<file path="config.mk">
export PLATFORM = sky130hd
export DESIGN_NAME = seq_alu
export DESIGN_NICKNAME = d
export VERILOG_FILES = /design/src/rtl/alu_pkg.sv /design/src/rtl/alu_mul_iter.sv /design/src/rtl/seq_alu.sv
export SDC_FILE = /design/constraint.sdc
export NUM_CORES = 1
export LEC_CHECK = 0
export CORE_ASPECT_RATIO = 1.25
export CORE_MARGIN = 2
export CORE_UTILIZATION = 39
export CTS_CLUSTER_SIZE = 40
export DETAILED_ROUTE_END_ITERATION = 8
export SLEW_MARGIN = 20
export SYNTH_ARGS = -nofsm -noshare
export SYNTH_HDL_FRONTEND = slang
export SYNTH_SLANG_ARGS = --single-unit
</file>
<file path="constraint.sdc">
create_clock -name clk -period 3.2 [get_ports clk]
set_input_delay 0.48 -clock clk [delete_from_list [all_inputs] [get_ports clk]]
set_output_delay 0.48 -clock clk [all_outputs]
set_load 0.02 [all_outputs]
</file>
<file path="src/rtl/alu_pkg.sv">
// Shared opcode constants and FSM state encoding for the sequential ALU.
package alu_pkg;

  localparam logic [2:0] OP_PASS = 3'b000;
  localparam logic [2:0] OP_ADD  = 3'b001;
  localparam logic [2:0] OP_SUB  = 3'b010;
  localparam logic [2:0] OP_AND  = 3'b011;
  localparam logic [2:0] OP_OR   = 3'b100;
  localparam logic [2:0] OP_MAX  = 3'b101;
  localparam logic [2:0] OP_MUL  = 3'b110;
  localparam logic [2:0] OP_SHL  = 3'b111;

  typedef enum logic [1:0] {
    ST_IDLE = 2'd0,
    ST_BUSY = 2'd1,
    ST_DONE = 2'd2
  } state_t;

endpackage

</file>
<file path="src/rtl/alu_mul_iter.sv">
// Iterative shift-add multiplier: loads on start, then one multiplier bit per step.
module alu_mul_iter #(
  parameter int A_W = 4,
  parameter int B_W = 5
) (
  input  logic               clk,
  input  logic               rst_n,
  input  logic               start,
  input  logic               step,
  input  logic [A_W-1:0]     a,
  input  logic [B_W-1:0]     b,
  output logic               done,
  output logic [A_W+B_W-1:0] product
);

  localparam int RES_W = A_W + B_W;
  localparam int CNT_W = $clog2(A_W + 1);

  logic [A_W-1:0]   mplier_reg;
  logic [RES_W-1:0] mcand_reg;
  logic [RES_W-1:0] acc_reg;
  logic [RES_W-1:0] acc_next;
  logic [CNT_W-1:0] cnt_reg;

  always_comb begin
    acc_next = acc_reg;
    if (mplier_reg[0]) begin
      acc_next = acc_reg + mcand_reg;
    end
  end

  // done flags the final step so the caller can latch acc_next on that same edge
  assign done    = step && (cnt_reg == CNT_W'(A_W - 1));
  assign product = acc_next;

  always_ff @(posedge clk or negedge rst_n) begin
    if (!rst_n) begin
      mplier_reg <= '0;
      mcand_reg  <= '0;
      acc_reg    <= '0;
      cnt_reg    <= '0;
    end else if (start) begin
      mplier_reg <= a;
      mcand_reg  <= RES_W'(b);
      acc_reg    <= '0;
      cnt_reg    <= '0;
    end else if (step && (cnt_reg != CNT_W'(A_W))) begin
      acc_reg    <= acc_next;
      mplier_reg <= mplier_reg >> 1;
      mcand_reg  <= mcand_reg << 1;
      cnt_reg    <= cnt_reg + 1'b1;
    end
  end

endmodule

</file>
<file path="src/rtl/seq_alu.sv">
// Handshaked ALU: single-cycle ops registered on accept, multiply via alu_mul_iter.
module seq_alu
  import alu_pkg::*;
#(
  parameter int A_W = 4,
  parameter int B_W = 5
) (
  input  logic                 clk,
  input  logic                 rst_n,
  input  logic                 in_valid,
  output logic                 in_ready,
  input  logic [A_W-1:0]       a,
  input  logic [B_W-1:0]       b,
  input  logic [2:0]           command,
  output logic                 out_valid,
  input  logic                 out_ready,
  output logic [A_W+B_W-1:0]   result,
  output logic                 flag_z,
  output logic                 flag_b
);

  localparam int RES_W = A_W + B_W;

  state_t           state_reg;
  logic [RES_W-1:0] a_ext;
  logic [RES_W-1:0] b_ext;
  logic [RES_W-1:0] alu_res;
  logic             alu_borrow;
  logic             accept;
  logic             mul_start;
  logic             mul_step;
  logic             mul_done;
  logic [RES_W-1:0] mul_prod;

  assign accept    = (state_reg == ST_IDLE) && in_ready && in_valid;
  assign mul_start = accept && (command == OP_MUL);
  assign mul_step  = (state_reg == ST_BUSY);

  always_comb begin
    a_ext      = RES_W'(a);
    b_ext      = RES_W'(b);
    alu_res    = '0;
    alu_borrow = 1'b0;
    case (command)
      OP_PASS: alu_res = a_ext;
      OP_ADD:  alu_res = a_ext + b_ext;
      OP_SUB: begin
        alu_res    = a_ext - b_ext;
        alu_borrow = (a_ext < b_ext);
      end
      OP_AND:  alu_res = a_ext & b_ext;
      OP_OR:   alu_res = a_ext | b_ext;
      OP_MAX:  alu_res = (a_ext > b_ext) ? a_ext : b_ext;
      OP_SHL:  alu_res = (b_ext >= RES_W'(RES_W)) ? '0 : (a_ext << b);
      default: alu_res = '0;
    endcase
  end

  alu_mul_iter #(
    .A_W(A_W),
    .B_W(B_W)
  ) u_mul (
    .clk    (clk),
    .rst_n  (rst_n),
    .start  (mul_start),
    .step   (mul_step),
    .a      (a),
    .b      (b),
    .done   (mul_done),
    .product(mul_prod)
  );

  // in_ready comes up one clock after reset release, then tracks IDLE
  always_ff @(posedge clk or negedge rst_n) begin
    if (!rst_n) begin
      state_reg <= ST_IDLE;
      in_ready  <= 1'b0;
      out_valid <= 1'b0;
      result    <= '0;
      flag_z    <= 1'b0;
      flag_b    <= 1'b0;
    end else begin
      case (state_reg)
        ST_IDLE: begin
          if (accept) begin
            in_ready <= 1'b0;
            if (command == OP_MUL) begin
              state_reg <= ST_BUSY;
            end else begin
              state_reg <= ST_DONE;
              out_valid <= 1'b1;
              result    <= alu_res;
              flag_z    <= (alu_res == '0);
              flag_b    <= alu_borrow;
            end
          end else begin
            in_ready <= 1'b1;
          end
        end
        ST_BUSY: begin
          if (mul_done) begin
            state_reg <= ST_DONE;
            out_valid <= 1'b1;
            result    <= mul_prod;
            flag_z    <= (mul_prod == '0);
            flag_b    <= 1'b0;
          end
        end
        ST_DONE: begin
          if (out_ready) begin
            state_reg <= ST_IDLE;
            out_valid <= 1'b0;
            in_ready  <= 1'b1;
          end
        end
        default: begin
          state_reg <= ST_IDLE;
          out_valid <= 1'b0;
          in_ready  <= 1'b0;
        end
      endcase
    end
  end

endmodule

</file>
# == Yosys cells after proc, flatten, opt, wreduce, memory -nomap -nowiden ==
# Index checks and enable logic that the tools add are counted.
# word_totals
register_bits,40
inputBits,16
out_inout_bits,13
# classes
addsub,4
order_cmp,3
eq_ne,15
shift,1
mux,38
bitwise_logic,3
n_reduce_logical,15
# op_table
cell,count
$mux 9,9
$pmux 9 s7,1
$logic_not 9->1,2
$pmux 9 s2,1
$mux 1,13
$eq 3x3->1 const B,4
$add 9x9->9,1
$eq 3x2->1 const B,3
$shl 4x5->9,1
$mux 2,4
$mux 4,2
$ne 2x2->1 const B,4
$reduce_and 4->1,2
$add 4x5->6,1
$mux 3,2
$pmux 1 s3,2
$pmux 2 s3,1
$sub 4x5->6,1
$and 4x5->5,1
$ge 5x4->1 const B,1
$gt 4x5->1,1
$logic_and 1x1->1,5
$lt 4x5->1,1
$mux 5,1
other kinds (13),15

# == Depth between registers and ports, before layout ==
# Gate-level depths: netlist of the first run.
# depth
depth_word,7
ltp_mapped,11
ltp_nobuf,11

# == Hierarchy ==
# From an unflattened synthesis of the first run, not the netlist that was laid out.
# unflattened
cells_unflattened,381
hier_area_um2,3261.9
# by_module_without_submodules
module,instances,cells_per_inst,area_each_um2
seq_alu,1,213,1704.1
alu_mul_iter,1,168,1557.7

# == Least setup slack after synthesis of the first run ==
# No wires, ideal clock.
# synth_timing
path_type,input -> register
from,input b[2]
to,register result[0]
setup_ps,133
arrival_time_ps,2578
required_ps,3067
setup_slack_ps,489
cell_stages,11
path_buffers,2
path_cell_list,clkbuf_1 inv_1 ha_1 buf_2 nand2b_1 a21oi_1 o21ai_2 mux2i_1 a2111oi_0 mux2_1 o21ai_1
# synth_between
elab_chain_cells,6
elab_cells_between_ends,9
cone_classes,2 x order compare; 1 x shift; 6 x mux
# synth_lines
element,line,text
start: declaration,seq_alu.sv:13,"input logic [B_W-1:0] b,"
$ge 5x4->1 (tied with other cells),seq_alu.sv:54,OP_SHL: alu_res = (b_ext >= RES_W'(RES_W)) ? '0 : (a_ext << b);
$mux 9 or $mux 5 (tied branches),"seq_alu.sv:54, seq_alu.sv:53",
$pmux 9 s7 *,seq_alu.sv:44,case (command)
$mux 9 *,seq_alu.sv:87,if (command == OP_MUL) begin
$mux 9 *,seq_alu.sv:85,if (accept) begin
$pmux 9 s2 *,seq_alu.sv:83,case (state_reg)
end signal: assignment,seq_alu.sv:92,result <= alu_res;
end signal: assignment,seq_alu.sv:104,result <= mul_prod;
end: declaration,seq_alu.sv:17,"output logic [A_W+B_W-1:0] result,"
# Mark *: on every way between the ends. The rest lies on a longest branch, timed or not. The select of a mux whose other input is x is not followed.
# A chain may end at the register's enable or synchronous reset.

# == Final worst setup path of the first run ==
# layout_timing
from,register u_mul.mcand_reg[0]
to,register flag_z
# layout_between
elab_chain_cells,5
# layout_lines
element,line,text
start: declaration,alu_mul_iter.sv:20,logic [RES_W-1:0] mcand_reg;
start signal: assignment,alu_mul_iter.sv:44,mcand_reg <= RES_W'(b);
start signal: assignment,alu_mul_iter.sv:50,mcand_reg <= mcand_reg << 1;
$add 9x9->9,alu_mul_iter.sv:28,acc_next = acc_reg + mcand_reg;
$mux 9,alu_mul_iter.sv:27,if (mplier_reg[0]) begin
$logic_not 9->1,seq_alu.sv:105,flag_z <= (mul_prod == '0);
$mux 1,seq_alu.sv:101,if (mul_done) begin
$pmux 1 s2,seq_alu.sv:83,
end signal: assignment,seq_alu.sv:93,flag_z <= (alu_res == '0);
end signal: assignment,seq_alu.sv:105,
end: declaration,seq_alu.sv:18,"output logic flag_z,"
# No other way between the ends. The select of a mux whose other input is x is not followed.

==> results of run 1 <==
cell usage in the layout (no fill, tap or decap), types with 3 or more instances in the layout:
master | Yosys | routed
mux2i_1 | 17 | 17
o21ai_0 | 9 | 9
a21oi_1 | 17 | 17
mux2_1 | 4 | 4
nor3_1 | 8 | 8
nor2_1 | 24 | 24
a2111oi_0 | 3 | 3
a22oi_1 | 6 | 6
nor2b_1 | 10 | 9
inv_1 | 15 | 15
o21bai_1 | 3 | 3
fa_1 | 3 | 3
a211oi_1 | 3 | 3
ha_1 | 24 | 24
buf_4 | 0 | 28
o31ai_1 | 3 | 3
mux2_2 | 4 | 4
o21ai_1 | 15 | 15
o22ai_1 | 9 | 9
bufinv_16 | 0 | 3
clkdlybuf4s50_1 | 0 | 27
nand2b_1 | 8 | 8
a21o_1 | 6 | 6
xor2_1 | 4 | 4
nand3_1 | 9 | 9
a31oi_1 | 5 | 5
clkbuf_8 | 0 | 5
nand4b_1 | 3 | 3
xnor2_1 | 5 | 5
dfrtp_1 | 40 | 40
nand2_1 | 57 | 57
worst reg2reg max path: cells and delay by family (launching register included):
| family | cells | cell delay (ns) |
|---|---|---|
| xor gates and xnor gates | 1 | 0.13 |
| AOI/OAI and AO/OA | 5 | 1.33 |
| DFF | 1 | 0.42 |
| adders and majority gates | 2 | 0.65 |
| muxes | 1 | 0.35 |
final cells by class:
type / count / share of cell area [%]
Multi-Input combinational cell: 294 / 52.4
Timing Repair Buffer: 56 / 12.6
Tap cell: 95 / 3.09
Inverter: 17 / 1.66
Sequential cell: 40 / 26.1
Clock buffer: 5 / 1.79
Clock inverter: 3 / 2.35
per-layer routing:
| layer | global-route usage [%] | part of all wire [%] | vias up |
|---|---|---|---|
| met5 | 0 | 0 | - |
| met4 | 6.92 | 2.1 | 0 |
| met3 | 1.90 | 2.9 | 12 |
| met2 | 35.0 | 51 | 70 |
| met1 | 25.4 | 44 | 1345 |
| li1 | - | - | 1411 |
power groups by stage:
stage                     clock, W  combinational [W]  sequential (W)
after floorplan                  0           0.000876        0.000913
after global placement           0            0.00141        0.000899
after detailed placement         0            0.00143        0.000909
after CTS                 0.000586            0.00144        0.000899
after global routing      0.000605            0.00158        0.000927
final                     0.000578            0.00143        0.000900
through the flow:
step	setup WS (ns)	instance area [um^2]	utilization, %
after floorplan	0.489	3160	-
after global placement	0.0364	3680	47.0
after detailed placement	0.0360	3680	47.0
after CTS	0.199	3840	49.0
after global routing	0.000346	3840	49.0
final	0.215	3840	49.0
kinds of logic (layout without fill, tap and decap cells):
logic type               Yosys count  after routing
AO/OA/AOI/OAI                    100            100
XOR/XNOR                          10             10
adder cells (fa/ha/maj)           27             27
buffers and inverters             40             81
flip-flops                        40             40
multiplexers                      25             25
AND/OR/NAND/NOR                  132            132
final timing paths:
kind / startpoint / depth (start not counted) / slack (ns) / endpoint
max: u_mul.mcand_reg[0]$_DFFE_PN0P_ / 9 / 0.22 / flag_z$_DFFE_PN0P_
min: rst_n / 1 / 0.31 / u_mul.acc_reg[1]$_DFFE_PN0P_
max reg2reg: u_mul.mcand_reg[0]$_DFFE_PN0P_ / 9 / 0.22 / flag_z$_DFFE_PN0P_
min reg2reg: flag_b$_DFFE_PN0P_ / 2 / 0.48 / flag_b$_DFFE_PN0P_
max in group asynchronous: rst_n / 1 / 2.32 / result[8]$_DFFE_PN0P_
min in group clk: flag_b$_DFFE_PN0P_ / 2 / 0.48 / flag_b$_DFFE_PN0P_
==> summary.txt, run 1 <==
status = finished clean
fin nets = 457
max-slew violations = 0
Compound-Gate Fraction of Synth Area = 21.4%
hpwl dp = 6680 um
leading cell types by count after synthesis = 57 x nand2_1, 40 x dfrtp_1, 24 x ha_1, 24 x nor2_1, 22 x clkbuf_1
synth unique cells = 59
IO Port Bufs = 28
Sequential cell area = 1000 um^2
xor and xnor area share after synthesis = 3.01%
hold slack = 0.309 ns
switch share = 39.9%
CP Class = flip-flop to flip-flop
leading cell type by number of instances after synthesis = nand2_1
maximum vdd ir drop = 0.399 mV
post-synthesis adder-cell area fraction = 11.4%
Clock Path Buffers = 2
Final GP Congestion = 0.928
ratio of cells with drive above 1 in the final layout = 12.0%
largest family of logic cells by synthesized area = compound AO/OA/AOI/OAI gates
postcts setup bufs = 0
dominant synthesized flop cell = dfrtp_1
Reg power frac = 31.0%
setup TNS = 0 ns
critical path's largest stage delay = 0.47 ns
EDFF count, synth = 0
WL per Instance = 16.8 um
Synth Instances = 374
Pwr Total = 0.00291 W
Iteration-0 DRC Markers = 187
crit path time final = 2.98 ns
Relative slew margins = 39.5%
GRT overflow = 0
cts bufs inserted = 5
syn avg cell area = 8.46 um^2
slowest cell on the critical path = o41ai_1
#FFs+latches synth = 40
Post-DRT Antenna Nets = 0
RSZ-0062 raised after global routing = no
Synth area leaders = dfrtp_1 32%, ha_1 9.5%, nand2_1 6.8%
startpoint class of the critical path = flip-flop
post-CTS sizing = 0
cell area after synthesis = 3160 um^2
# hold bufs at CTS = 0
CTS Sinks = 40
DRC Markers = 0
leading area contributor after synthesis = dfrtp_1
Routed WL = 8590 um
Die ar. = 8850 um^2
simple-gate share of the synthesized area = 19.5%
CTS tree = done
Synth warnings = 0
multiplexer share of the synthesized area = 8.23%
worst-path maximum fanout = 3
Required @ worst endpoint = 3.38 ns
via count = 2838
antenna violations before repair = 0
Seq/Total Area, Yosys = 31.6%
Async SR Flop Fraction = 100%
Yosys top cell area share = 31.6%
Placed Cells incl. Taps = 502
Max-Cap Viols = 0
row cnt = 36
overall routing resource usage = 20.0%
clock root buffer = clkbuf_8
Die H = 105 um
Final Hold Fails = 0
internal cell power = 0.00175 W
vias in the first global route = 2909
part of the power in the clock network = 19.9%
Die X = 84.6 um
Leak = 1.75 nW
Layout Skew = 0.00538 ns
Net Sw Power = 0.00116 W
Mapped Nets = 417
IO Count = 29
CP Capture Type = flip-flop
Final setup viols = 0
Tightest Pin Transition = 0.908 ns
Crit path max-delay family = compound AO/OA/AOI/OAI gates
n_diodes = 0
Worst-path clk slew = 0.08 ns
effective utilization at floorplan = 40.4%
Clk Latency, worst-skew pair = 0.29 ns
Worst Path Arrival = 3.16 ns
non-filler cells in the finished layout = 510
htree depth = 2
worst min path class = input port to asynchronous set/reset pin
Pwr per Cell Area = 757 nW/um^2
Area Overhead vs Synth = 21.4%
vias per cell = 5.56
share of power burned in combinational logic = 49.2%
fillcell total = 756
first-pass GRT wire length = 14300 um
crit share post-route = 93.3%
multi-input logic area = 2010 um^2
Buf/Inv on CP = 0
largest net degree at the start of global routing = 41
core area = 7840 um^2
worst path cell trace = ha_1 -> fa_1 -> a21oi_1 -> o211ai_1 -> o41ai_1 -> mux2i_1 -> xnor2_2 -> a41oi_1 -> o21ai_1
fmax = 0.335 GHz
total iterations of the first detailed-routing run = 5
No activity file was read; power rests on OpenSTA's default activity.
==> run 2: changes to the inputs <==
--- a/config.mk
+++ b/config.mk
@@ -10,6 +10,7 @@
 export CORE_UTILIZATION = 39
 export CTS_CLUSTER_SIZE = 40
 export DETAILED_ROUTE_END_ITERATION = 8
+export GPL_TIMING_DRIVEN = 0
 export SLEW_MARGIN = 20
 export SYNTH_ARGS = -nofsm -noshare
 export SYNTH_HDL_FRONTEND = slang
==> summary.txt, run 2 (same netlist as run 1, synthesis figures left out) <==
WL per Instance = 16.1 um (-4.2%)
fin area = 3680 um^2 (-4.3%)
worst min path class = input port to asynchronous set/reset pin
clock root buffer = clkbuf_8
antenna violations before repair = 0 (unchanged)
critical path's largest stage delay = 0.67 ns (+0.20 ns)
Leak = 1.62 nW (-7.5%)
status = finished clean
Area Overhead vs Synth = 16.2%
Crit path max-delay family = buffers and inverters
slowest cell on the critical path = clkdlybuf4s50_1
CP Capture Type = flip-flop
Net Sw Power = 0.00111 W (-4.6%)
overall routing resource usage = 19.2% (-0.77 points)
Reg power frac = 33.4% (+2.4 points)
fin nets = 451 (-1.3%)
RSZ-0062 raised after global routing = no
DRC Markers = 0 (unchanged)
Relative slew margins = 43.9% (+4.4 points)
GRT overflow = 0 (unchanged)
Final setup viols = 0 (unchanged)
most common cell after layout, fill and taps aside = nand2_1
maximum vdd ir drop = 0.383 mV (-4.2%)
htree depth = 2 (unchanged)
effective utilization at floorplan = 40.4% (unchanged)
Worst-path clk slew = 0.08 ns (about the same)
Max Used Layer = met4
max-slew violations = 0 (unchanged)
crit path time final = 3.05 ns (+0.0615 ns)
Max-Cap Viols = 0 (unchanged)
Buf/Inv on CP = 2 (+2)
worst path cell trace = clkdlybuf4s50_1 -> inv_1 -> ha_1 -> nor4_1 -> nor2_1 -> o21ai_2 -> mux2i_2 -> a2111oi_4 -> mux2_1 -> o21ai_1
crit share post-route = 95.2% (+1.9 points)
Die ar. = 8850 um^2 (unchanged)
switch share = 43.5% (+3.6 points)
internal cell power = 0.00144 W (-18%)
vias in the first global route = 2744 (-5.7%)
# hold bufs at CTS = 0 (unchanged)
part of the power in the clock network = 13.1% (-6.8 points)
core area = 7840 um^2 (unchanged)
Final GP Congestion = 0.895 (-3.6%)
Worst Path Arrival = 3.27 ns (+0.11 ns)
IO Port Bufs = 27 (-3.6%)
WL met1 = 3800 um (-0.63%)
utilization after layout = 46.9% (-2.1 points)
Layout Skew = 0.00793 ns (+0.00255 ns)
Routed WL = 8110 um (-5.6%)
via count = 2792 (-1.6%)
CP Class = input port to flip-flop
Post-DP Area = 3570 um^2 (-3.1%)
hold slack = 0.0406 ns (-0.269 ns)
most frequent cells in the layout = 57 x nand2_1, 40 x dfrtp_1, 26 x clkdlybuf4s50_1
n_diodes = 0 (unchanged)
fmax = 0.328 GHz (-2.0%)
Iteration-0 DRC Markers = 126 (-33%)
ratio of cells with drive above 1 in the final layout = 6.62% (-5.4 points)
hpwl dp = 6300 um (-5.6%)
postcts setup bufs = 0 (unchanged)
total iterations of the first detailed-routing run = 4 (-1)
pre-CTS WS = -0.706 ns (-0.742 ns)
DR WL met2 = 4000 um (-7.9%)
Die X = 84.6 um (unchanged)
CTS tree = done
routed wl met3 = 222 um (-11%)
worst-path maximum fanout = 8 (+5)
row cnt = 36 (unchanged)
startpoint class of the critical path = input port
Clk Latency, worst-skew pair = 0.30 ns (about the same)
Final WS setup = 0.154 ns (-0.0615 ns)
IO Count = 29 (unchanged)
largest net degree at the start of global routing = 32 (-22%)
CTS Sinks = 40 (unchanged)
share of power burned in combinational logic = 53.5% (+4.3 points)
first-pass GRT wire length = 13700 um (-4.0%)
Pwr per Cell Area = 693 nW/um^2 (-8.6%)
vias per cell = 5.55 (-0.25%)
Tightest Pin Transition = 0.821 ns (-0.0869 ns)
Post-DRT Antenna Nets = 0 (unchanged)
cts bufs inserted = 5 (unchanged)
Required @ worst endpoint = 3.42 ns (+0.04 ns)
non-filler cells in the finished layout = 503 (-1.4%)
Placed Cells incl. Taps = 497 (-1.0%)
Die H = 105 um (unchanged)
Final Hold Fails = 0 (unchanged)
Clock Path Buffers = 2 (unchanged)
==> run 2: per-stage QoR <==
step,TNS (ns),total power [W]
after floorplan,0,0.00179
after global placement,-2.63,0.00220
final,0,0.00255
after detailed placement,-2.47,0.00222
after CTS,0,0.00256
after global routing,0,0.00276
==> run 2: path summary, 6_finish.rpt <==
path	from	endpoint	slack, ns	cells past startpoint
worst max-delay path	b[3]	result[0]$_DFFE_PN0P_	0.15	10
worst min-delay path	rst_n	u_mul.cnt_reg[0]$_DFFE_PN0P_	0.04	1
worst max register to register	u_mul.acc_reg[0]$_DFFE_PN0P_	flag_z$_DFFE_PN0P_	0.39	9
worst min register to register	result[6]$_DFFE_PN0P_	result[6]$_DFFE_PN0P_	0.48	1
max in group asynchronous	rst_n	u_mul.acc_reg[7]$_DFFE_PN0P_	2.70	2
min in group clk	result[6]$_DFFE_PN0P_	result[6]$_DFFE_PN0P_	0.48	1
==> run 2: power by group through the flow <==
stage          registers [W]  clock network [W]  logic (W)
4_1_cts             0.000851           0.000343    0.00137
3_3_place_gp        0.000854                  0    0.00134
3_5_place_dp        0.000862                  0    0.00136
2_1_floorplan       0.000913                  0   0.000876
6_report            0.000850           0.000333    0.00136
5_1_grt             0.000879           0.000362    0.00152
==> run 2: worst reg2reg max path, delay by kind of cell, from the launching register on <==
family / cells / cell delay, ns
compound gates: 5 / 1.15
fa+ha+maj: 2 / 0.65
flops: 1 / 0.41
mux: 1 / 0.36
xor+xnor: 1 / 0.15
==> run 2: area by class of cell <==
type	count	area, um^2
inverters	17	63.8
flip-flops and latches	40	1000
repair buffers	28	285
fillers	780	4160
plain buffers	22	88.8
clock buffers	5	68.8
clock inverters	2	12.5
multi-input cells	294	2040
well taps	95	119
==> run 2: what timing repair did <==
| item | CTS | global route |
|---|---|---|
| gates cloned | 0 | 0 |
| setup endpoints to repair | 2 | 2 |
| pin swaps | 0 | 1 |
| gates resized for setup | 3 | 7 |
==> run 2: per-layer routing <==
metal  global-route usage [%]  vias to the layer above
met3                     2.37                        6
met2                     32.4                       49
li1                         -                     1412
met1                     26.0                     1325
met4                     4.88                        0
met5                        0                        -
==> run 3: changes to the inputs <==
--- a/config.mk
+++ b/config.mk
@@ -10,8 +10,10 @@
 export CORE_UTILIZATION = 39
 export CTS_CLUSTER_SIZE = 40
 export DETAILED_ROUTE_END_ITERATION = 8
+export GPL_ROUTABILITY_DRIVEN = 0
 export GPL_TIMING_DRIVEN = 0
 export SLEW_MARGIN = 20
 export SYNTH_ARGS = -nofsm -noshare
 export SYNTH_HDL_FRONTEND = slang
+export SYNTH_HIERARCHICAL = 1
 export SYNTH_SLANG_ARGS = --single-unit
==> summary.txt, run 3 <==
status = finished clean
hold slack = 0.117 ns (+0.0768 ns)
total iterations of the first detailed-routing run = 4 (unchanged)
dominant synthesized flop cell = dfrtp_1
ratio of cells with drive above 1 in the final layout = 10.5% (+3.9 points)
leading cell types by count after synthesis = 51 x nand2_1, 40 x dfrtp_1, 36 x a21oi_1
cell area after synthesis = 3260 um^2 (+3.1%)
leading area contributor after synthesis = dfrtp_1
crit share post-route = 93.9% (-1.3 points)
worst min path class = input port to asynchronous set/reset pin
syn avg cell area = 8.56 um^2 (+1.2%)
vias per cell = 5.76 (+3.8%)
n_diodes = 0 (unchanged)
Die X = 85.8 um (+1.5%)
via count = 2966 (+6.2%)
Pwr Total = 0.00284 W (+12%)
Relative slew margins = 61.6% (+18 points)
EDFF count, synth = 0 (unchanged)
Final Hold Fails = 0 (unchanged)
Layout Skew = 0.0146 ns (+0.00664 ns)
Max-Cap Viols = 0 (unchanged)
FF-to-FF setup slack = 0.54 ns (+0.15 ns)
Area Overhead vs Synth = 16.5%
Placed Cells incl. Taps = 507 (+2.0%)
Iteration-0 DRC Markers = 146 (+16%)
vias in the first global route = 2930 (+6.8%)
Clk Latency, worst-skew pair = 0.30 ns (about the same)
synth unique cells = 66 (+12%)
overall routing resource usage = 19.5% (+0.35 points)
max-slew violations = 0 (unchanged)
DRC Markers = 0 (unchanged)
setup TNS = 0 ns (unchanged)
#FFs+latches synth = 40 (unchanged)
startpoint class of the critical path = input port
worst reg2reg path depth = 11 (+2)
Clock Path Buffers = 2 (unchanged)
most frequent cells in the layout = 51 x nand2_1, 40 x dfrtp_1, 36 x a21oi_1
largest net degree at the start of global routing = 24 (-25%)
RSZ-0062 raised after global routing = no
CTS tree = done
Mapped Nets = 424 (+1.7%)
non-filler cells in the finished layout = 515 (+2.4%)
CTS Sinks = 40 (unchanged)
Final setup viols = 0 (unchanged)
GRT overflow = 0 (unchanged)
Pwr per Cell Area = 748 nW/um^2 (+7.9%)
Yosys top cell area share = 30.7% (-0.96 points)
Tightest Pin Transition = 0.574 ns (-0.247 ns)
Post-DRT Antenna Nets = 0 (unchanged)
row cnt = 37 (+2.8%)
Die H = 106 um (+1.5%)
Worst-path clk slew = 0.09 ns (about the same)
Worst Path Arrival = 3.25 ns (-0.02 ns)
clock root buffer = clkbuf_8
cts bufs inserted = 5 (unchanged)
antenna violations before repair = 0 (unchanged)
fmax = 0.333 GHz (+1.4%)
reg2reg end = flag_z$_DFFE_PN0P_
postcts setup bufs = 0 (unchanged)
first-pass GRT wire length = 14400 um (+4.6%)
maximum vdd ir drop = 0.367 mV (-4.2%)
IO Port Bufs = 28 (+3.7%)
fin nets = 460 (+2.0%)
Synth warnings = 6 (+6)
crit path time final = 3.01 ns (-0.0410 ns)
CP Capture Type = flip-flop
worst-path maximum fanout = 10 (+2)
core area = 8190 um^2 (+4.5%)
fillcell total = 790 (+1.3%)
Leak = 1.69 nW (+4.3%)
Async SR Flop Fraction = 100% (unchanged)
CP Class = input port to flip-flop
RR Startpoint = u_mul/mcand_reg[0]$_DFFE_PN0P_
WL per Instance = 16.3 um (+0.94%)
leading cell type by number of instances after synthesis = nand2_1
hpwl dp = 6600 um (+4.7%)
IO Count = 29 (unchanged)
Required @ worst endpoint = 3.44 ns (+0.02 ns)
Seq/Total Area, Yosys = 30.7% (-0.96 points)
# hold bufs at CTS = 0 (unchanged)
Die ar. = 9120 um^2 (+3.0%)
Synth Instances = 381 (+1.9%)
effective utilization at floorplan = 39.8% (-0.55 points)
Synth area leaders = dfrtp_1 31%, ha_1 9.2%, nand2_1 5.9%
htree depth = 2 (unchanged)
most common cell after layout, fill and taps aside = nand2_1
Routed WL = 8390 um (+3.4%)
## run 3: cell count changes in the layout (fill, tap and decap cells not counted), sizes merged, moves of 6 or more
cell    before  now
a21oi       17   37
buf          3   17
o21ai       25   19
o22ai        9    3
inv         17   23
nor2        24   31
clkbuf      26   10
nand2b       8    2
nand2       57   51
## run 3: worst max path at each step
stage          from  slack, ns  depth (start not counted)                  to
2_1_floorplan  b[2]       0.76                         11  flag_z$_DFFE_PN0P_
5_1_grt        b[2]      0.003                         12  flag_z$_DFFE_PN0P_
6_report       b[2]       0.19                         12  flag_z$_DFFE_PN0P_
4_1_cts        b[1]       0.18                         10  flag_z$_DFFE_PN0P_
3_3_place_gp   b[1]      -0.07                         10  flag_z$_DFFE_PN0P_
3_5_place_dp   b[1]      -0.11                         10  flag_z$_DFFE_PN0P_
## run 3: per-layer routing
| layer | wire [um] | vias up | global-route usage, % |
|---|---|---|---|
| li1 | - | 1445 | - |
| met3 | 322 | 22 | 2.10 |
| met5 | 0 | - | 0 |
| met4 | 262 | 0 | 7.26 |
| met2 | 4200 | 83 | 33.8 |
| met1 | 3600 | 1416 | 25.0 |
## run 3: kinds of logic (layout without fill, tap and decap cells)
logic type      count (synthesis)  count (layout)  share of synthesized area, %
flops                          40              40                          30.7
mux                            27              27                          8.59
xor+xnor                       11              11                          2.95
buf+inv                        42              79                          5.56
compound gates                105             105                          21.5
fa+ha+maj                      27              27                          11.0
simple gates                  129             129                          19.6
## run 3: where the power goes
part / leakage (nW) / internal [W] / total (W) / switching, W
combinational: 1.14 / 0.000682 / 0.00150 / 0.000816
sequential: 0.502 / 0.000729 / 0.000909 / 0.000180
clock: 0.0548 / 0.000235 / 0.000432 / 0.000197
## run 3: through the flow
stage	instance area, um^2	utilization [%]	setup WS, ns
after global placement	3660	44.7	-0.0719
after global routing	3800	46.4	0.00291
after detailed placement	3680	44.9	-0.115
final	3800	46.4	0.195
after CTS	3790	46.3	0.184
after floorplan	3260	-	0.762
## run 3: what timing repair did
action / in CTS / in global routing
hold endpoints to repair: 0 / 0
gates resized for setup: 0 / 1
setup endpoints to repair: 0 / 1
## run 3: critical path, stage by stage
cell and delay, ns:
clkdlybuf4s50_1 0.51, buf_2 0.23, inv_1 0.12, ha_1 0.30
buf_6 0.14, nand2b_4 0.13, o2bb2ai_2 0.16, nor3_4 0.31
mux2i_1 0.23, o21ai_1 0.14, nor4_1 0.32, a31o_1 0.18
## run 3: area by class of cell
| type | count | area, um^2 | share of cell area, % |
|---|---|---|---|
| tap | 97 | 121 | 3.19 |
| timing repair buffer | 29 | 295 | 7.77 |
| inverter | 22 | 82.6 | 2.17 |
| buffer | 20 | 98.8 | 2.60 |
| clock buffer | 5 | 68.8 | 1.81 |
| multi-input combinational | 299 | 2080 | 54.9 |
| clock inverter | 3 | 46.3 | 1.22 |
| sequential | 40 | 1000 | 26.4 |
